**config.mk**
```make
export PLATFORM = sky130hd
export DESIGN_NAME = vram_arbiter
export DESIGN_NICKNAME = d
export VERILOG_FILES = /design/src/rtl/vram_arbiter.sv
export SDC_FILE = /design/constraint.sdc
export NUM_CORES = 1
export LEC_CHECK = 0
export ABC_AREA = 1
export ABC_CLOCK_PERIOD_IN_PS = 1600
export BUFFER_PORTS_ARGS = -buffer_cell sky130_fd_sc_hd__buf_4
export CAP_MARGIN = 40
export CORE_AREA = 4 4 68 70
export DETAILED_ROUTE_END_ITERATION = 16
export DIE_AREA = 0 0 72 74
export PLACE_DENSITY = 0.78
export SETUP_SLACK_MARGIN = 0.05
export SLEW_MARGIN = 20
export SYNTH_ARGS = -nofsm -noshare
export SYNTH_HDL_FRONTEND = slang
export SYNTH_SLANG_ARGS = --single-unit
export TNS_END_PERCENT = 1
```
**constraint.sdc**
```tcl
create_clock -name clk -period 1.6 [get_ports clk]
set_input_delay 0.16 -clock clk [delete_from_list [all_inputs] [get_ports clk]]
set_output_delay 0.16 -clock clk [all_outputs]
set_load 0.01 [all_outputs]
```
**src/rtl/vram_arbiter.sv**
```systemverilog
// Shares one VRAM port between the video tile fetcher (fixed priority) and a CPU request/ack FSM.
// Video data appears 2 cycles after its slot; CPU ack arrives 2 cycles after grant; CPU waits for free, eligible cycles.
module vram_arbiter #(
    parameter logic [15:0] VBASE     = 16'h7C00,
    parameter int          V_DISPLAY = 240
) (
    input  logic        clk,
    input  logic        reset,
    input  logic [8:0]  hpos,
    input  logic [8:0]  vpos,
    input  logic        display_on,
    input  logic        cpu_vblank_only,
    input  logic        cpu_req,
    input  logic        cpu_we,
    input  logic [15:0] cpu_addr,
    input  logic [7:0]  cpu_wdata,
    output logic        cpu_ack,
    output logic [7:0]  cpu_rdata,
    output logic [15:0] ram_addr,
    output logic        ram_we,
    output logic [7:0]  ram_wdata,
    input  logic [7:0]  ram_rdata,
    output logic [7:0]  video_data,
    output logic        video_valid
);

    typedef enum logic [1:0] {
        IDLE     = 2'd0,
        CPU_WAIT = 2'd1,
        CPU_ACK  = 2'd2
    } state_t;

    state_t      state;
    state_t      state_nxt;
    logic        video_slot;
    logic        cpu_ok;
    logic        grant;
    logic [15:0] last_addr;
    logic [15:0] video_addr;
    logic        vid_p1;
    logic        vid_p2;
    logic        cpu_is_rd;
    logic [7:0]  cpu_rdata_q;
    logic [7:0]  video_data_q;
    logic        unused_bits;

    // Line/column bit 8 never reaches the 32x32 tile map index.
    assign unused_bits = ^{hpos[8], vpos[8]};

    assign video_slot = !reset && display_on && (hpos[2:0] == 3'd0);
    assign cpu_ok     = !cpu_vblank_only || (int'(vpos) >= V_DISPLAY);
    assign video_addr = VBASE + {6'd0, vpos[7:3], hpos[7:3]};

    always_comb begin
        state_nxt = state;
        grant     = 1'b0;
        case (state)
            IDLE: begin
                if (!reset && cpu_req && !video_slot && cpu_ok) begin
                    grant     = 1'b1;
                    state_nxt = CPU_WAIT;
                end
            end
            CPU_WAIT: state_nxt = CPU_ACK;
            CPU_ACK:  state_nxt = IDLE;
            default:  state_nxt = IDLE;
        endcase
    end

    always_comb begin
        ram_addr  = last_addr;
        ram_we    = 1'b0;
        ram_wdata = 8'd0;
        if (reset) begin
            ram_addr = 16'd0;
        end else if (video_slot) begin
            ram_addr = video_addr;
        end else if (grant) begin
            ram_addr  = cpu_addr;
            ram_we    = cpu_we;
            ram_wdata = cpu_wdata;
        end
    end

    always_ff @(posedge clk) begin
        if (reset) begin
            state        <= IDLE;
            last_addr    <= 16'd0;
            vid_p1       <= 1'b0;
            vid_p2       <= 1'b0;
            cpu_is_rd    <= 1'b0;
            cpu_rdata_q  <= 8'd0;
            video_data_q <= 8'd0;
        end else begin
            state  <= state_nxt;
            vid_p1 <= video_slot;
            vid_p2 <= vid_p1;
            if (video_slot || grant)
                last_addr <= ram_addr;
            if (vid_p1)
                video_data_q <= ram_rdata;
            if (grant)
                cpu_is_rd <= !cpu_we;
            // Read direction is latched at grant so later input changes cannot corrupt the access.
            if (state == CPU_WAIT && cpu_is_rd)
                cpu_rdata_q <= ram_rdata;
        end
    end

    assign cpu_ack     = !reset && (state == CPU_ACK);
    assign video_valid = !reset && vid_p2;
    assign cpu_rdata   = reset ? 8'd0 : cpu_rdata_q;
    assign video_data  = reset ? 8'd0 : video_data_q;

endmodule

```
### Word level (Yosys, flattened, before mapping)

Cells that the tools add are included.
W data, S select, Z words.

| storage, ports and cells | value |
|---|---|
| register bits | 37 |
| bits in latches | 0 |
| RAM bits | 0 |
| memory bits (read-only) | 0 |
| output and inout bits | 43 |
| logic and storage cells | 43 |
| memories kept | 0 |

| cells by class | value |
|---|---|
| add/sub/neg operators | 1 |
| $mul | 0 |
| div/mod/pow operators | 0 |
| order comparisons | 1 |
| equal/unequal tests | 3 |
| shifts and indexed selects | 0 |
| mux-type cells | 15 |
| bitwise operators | 0 |
| reduce and logical (&&, ||, !) cells | 16 |

Operators with widths:

| operator | number |
|---|---|
| $mux W16 | 3 |
| $mux W8 | 5 |
| $add A15 B10 Y16 const A | 1 |
| $ge A9 B8 Y1 const B | 1 |
| $logic_and A1 B1 Y1 | 8 |
| $mux W1 | 5 |
| $logic_not A1 Y1 | 4 |
| $pmux W2 S2 | 1 |
| $logic_not A3 Y1 | 1 |
| $eq A2 B1 Y1 const B | 1 |
| $eq A2 B2 Y1 const B | 1 |
| $logic_not A2 Y1 | 1 |
| $logic_or A1 B1 Y1 | 2 |
| $mux W2 | 1 |
| $ne A2 B2 Y1 const B | 1 |

### Logic depth before layout (Yosys ltp)

| logic depth | value |
|---|---|
| depth after elaboration | 11 |
| depth in mapped cells | 9 |
| depth with buffers taken out | 8 |

### Worst setup path before layout

Ideal clock, no wire load.

| path | value |
|---|---|
| kind | register to output |
| start point | register state[1] |
| end point | output ram_wdata[0] |
| arrival time | 1.230 ns |
| required time | 1.440 ns |
| setup slack | 0.210 ns |
| stages on the path, launching flop included | 9 |
| cells stage by stage | dfxtp_1 inv_2 nand2_1 nor2_8 nand2_4 nor2_4 inv_2 buf_6 nor2_1 |

| on the way | value |
|---|---|
| cells in the longest elaborated chain, start to end | 5 |

RTL lines:

| what | line | source |
|---|---|---|
| start: declaration | 33 | `state_t state;` |
| start signal: assignment | 95 | `state <= state_nxt;` |
| $logic_not A2 Y1 | 57 | `case (state)` |
| $mux W1 | 57 |  |
| $mux W8 | 78 | `end else if (grant) begin` |
| $mux W8 | 76 | `end else if (video_slot) begin` |
| $mux W8 | 74 | `if (reset) begin` |
| end: declaration | 21 | `output logic [7:0] ram_wdata,` |

Every way passes these cells.

### Final worst setup path

| path | value |
|---|---|
| start point | register state[1] |
| end point | output ram_addr[6] |

| on the way | value |
|---|---|
| cells in the longest elaborated chain, start to end | 5 |

RTL lines:

| what | line | source |
|---|---|---|
| $logic_not A2 Y1 | 57 |  |
| $mux W1 | 57 |  |
| $mux W16 | 78 |  |
| $mux W16 | 76 |  |
| $mux W16 | 74 |  |
| end: declaration | 19 | `output logic [15:0] ram_addr,` |

Every way passes these cells.

==> flow_summary.ini <==
[outcome]
status = finished, violations left
violations = negative setup slack

[floorplan]
die_y_um = 74
dieWidth_um = 72
core_sq_mm = 0.00397
start_util_pct = 42.9
dieArea_sq_mm = 0.00533
ios = 99
row_count = 23

[route]
first_iter_violations = 73
routed_wl_um = 4840
num_vias = 1867
wl_per_cell_um = 12.0
ant_nets = 0
drt_pre_antenna_iters = 4
vias_per_cell = 4.63
route.detailed.drc = 0

[timing]
setup_viol = 25
hold_viol_final = 0
skew_ns = 0.00356
tns_ns = -1.53
min_period_ns = 1.71
finalMaxSlewViolations = 0
slew_headroom_pct = 65.4
fin_crit_sh_pct = 107
worst_slew_pin_slew_ns = 0.517
layout_setup_ws_ns = -0.108
max_freq_mhz = 586
rsz0062_at_grt = true

[clock_network]
worstSkewPairLatency_ns = 0.28
ctsHtreeMaxLevel = 2
path_clk_slew_ns = 0.07
cts_tree = yes
cts_root_buffer = clkbuf_8
cts.path.max_buffers = 2
hold_buffers = 0
cts_buffers = 5
cts_sinks = 37

[global_route]
grt_overflow = 0
grt_start_max_net_pins = 19
grt_pass1_wl_um = 7850
grt_pass1_vias = 1850
grt_usage_pct = 18.6
antenna_found_initial = 0

[flow_run]
cap_violations = 0

[min_path]
min_path_type = in2reg

[finish]
syn_to_final_growth_pct = 60.9
finalNonFillerCells = 403
diodes = 0
final_cell_area_sq_mm = 0.00274
nets = 408
drive_gt1_share_pct = 40.8

[critical_path]
cp_slowest_stage_delay_ns = 0.32
crit_buf_inv = 3
rrSetupSlack_ns = 0.14
end_kind = primary output
critPathLaunchType = register
crit_family = simple AND/OR/NAND/NOR gates
crit_required_ns = 1.44
cp_slowest_cell = dfxtp_2
crit_chain = inv_2, nand2_4, nor2_8, nand2_8, nor2_4, buf_6, nand2_2, nand2_2, buf_6
critPathKind = reg2out
worstPathArrival_ns = 1.55
crit_fanout = 5

[place]
dp_slack_ns = 0.0651
place.port_buffers = 94
place_hpwl_um = 3550
dp.cells = 386
gp_congestion = 0.794
place_area_sq_mm = 0.00248

[synth]
syn_area_per_cell_sq_um = 6.99
synth_top_cells_by_area = dfxtp_1, nor2_1, inv_1, nand2_1, nand3_1
synth_largest_area_cell = dfxtp_1
synthCells = 244
synth_area_sq_mm = 0.00171
yosysWarnings = 0
yosys.cell_types.count = 21
synth.top_cell.area_share_pct = 43.4
synth_seq_cells = 37
yosysSeqAreaShare_pct = 43.4
syn_nets = 300

[power]
powerDensity_mw_per_mm2 = 709
leakage_nw = 1.49
peakVddDrop_uv = 528
worst register-to-register path: stages, from the launching register on:
cell and delay [ns]:
dfxtp_2 0.32, inv_2 0.08, nand2_4 0.07, nor2_8 0.14, nand2_8 0.07, nor2_4 0.18
buf_6 0.17, buf_4 0.11, buf_4 0.09, o21ai_0 0.08, nor2_1 0.09
cell type report:
type,instances,area (sq um)
timing repair buffer,110,852
sequential,37,743
multi-input combinational,150,821
clock buffer,8,80.1
inverter,47,181
timing repair inverter,1,3.75
fill,357,1230
tap,50,62.6
flip-flops by register name, summed over array words and instances, names as in the netlist:
name and flops:
last_addr 16, cpu_rdata_q 8, video_data_q 8, state 2, cpu_is_rd 1, vid_p1 1, vid_p2 1
through the flow:
stage | power (mW) | hold slack, ns | util, %
after detailed placement | 1.31 | 0.366 | 62.5
after global routing | 2.04 | 0.0894 | 69.1
final | 1.94 | 0.0790 | 69.1
after floorplan | 1.13 | 0.289 | -
after CTS | 1.94 | 0.0750 | 67.2
after global placement | 1.31 | 0.362 | 62.5
power breakdown:
group          switching [mW]  internal [mW]  leakage, nW
clock network           0.300          0.309       0.0395
logic                   0.178          0.194         1.15
registers             0.00928          0.955        0.302
total                   0.487           1.46         1.49
routing by layer:
layer  GRT usage (%)  vias to the layer above  share of wire, %
met4            7.31                        0               1.7
li1                -                      972                 -
met1            19.5                      833                39
met3            4.32                        7               6.1
met2            35.7                       55                53
met5               0                        -                 0
synth_stat cells, drive strengths merged:
library cell	count
nor2	48
inv	46
nand2	41
dfxtp	37
nand3	20
o21ai	15
a21oi	10
o22a	8
nand4	7
buf	6
clkbuf	4
clkinv	1
nor3	1
cells by family (layout without fill, tap and decap cells):
kind of cell / Yosys count / count (layout) / synth area share, %
buffers and inverters: 57 / 166 / 13.3
AOI/OAI and AO/OA: 33 / 33 / 12.1
DFF: 37 / 37 / 43.4
and+or+nand+nor: 117 / 117 / 31.2
placed cells by master (no fill, tap or decap), drive strengths merged:
| cell type | n |
|---|---|
| dfxtp | 37 |
| o21ai | 15 |
| inv | 47 |
| buf | 110 |
| clkinv | 1 |
| nand3 | 20 |
| nor3 | 1 |
| nand4 | 7 |
| nand2 | 41 |
| clkbuf | 8 |
| a21oi | 10 |
| o22a | 8 |
| nor2 | 48 |
path summary, 6_finish.rpt:
kind                                startpoint  depth (start not counted)             end
worst max register to register        state[1]                         10       cpu_is_rd
worst min-delay path                     reset                          2        state[1]
worst min register to register  cpu_rdata_q[3]                          2  cpu_rdata_q[3]
worst max-delay path                  state[1]                          9     ram_addr[6]
timing repair:
action                                  4_1_cts  5_1_grt
endpoints found under the setup margin       25       25
buffers inserted                              5        3
pin swaps                                     3        3
cloned                                        1        0
gates resized for setup                      26       14
No activity file was read; power rests on OpenSTA's default activity.
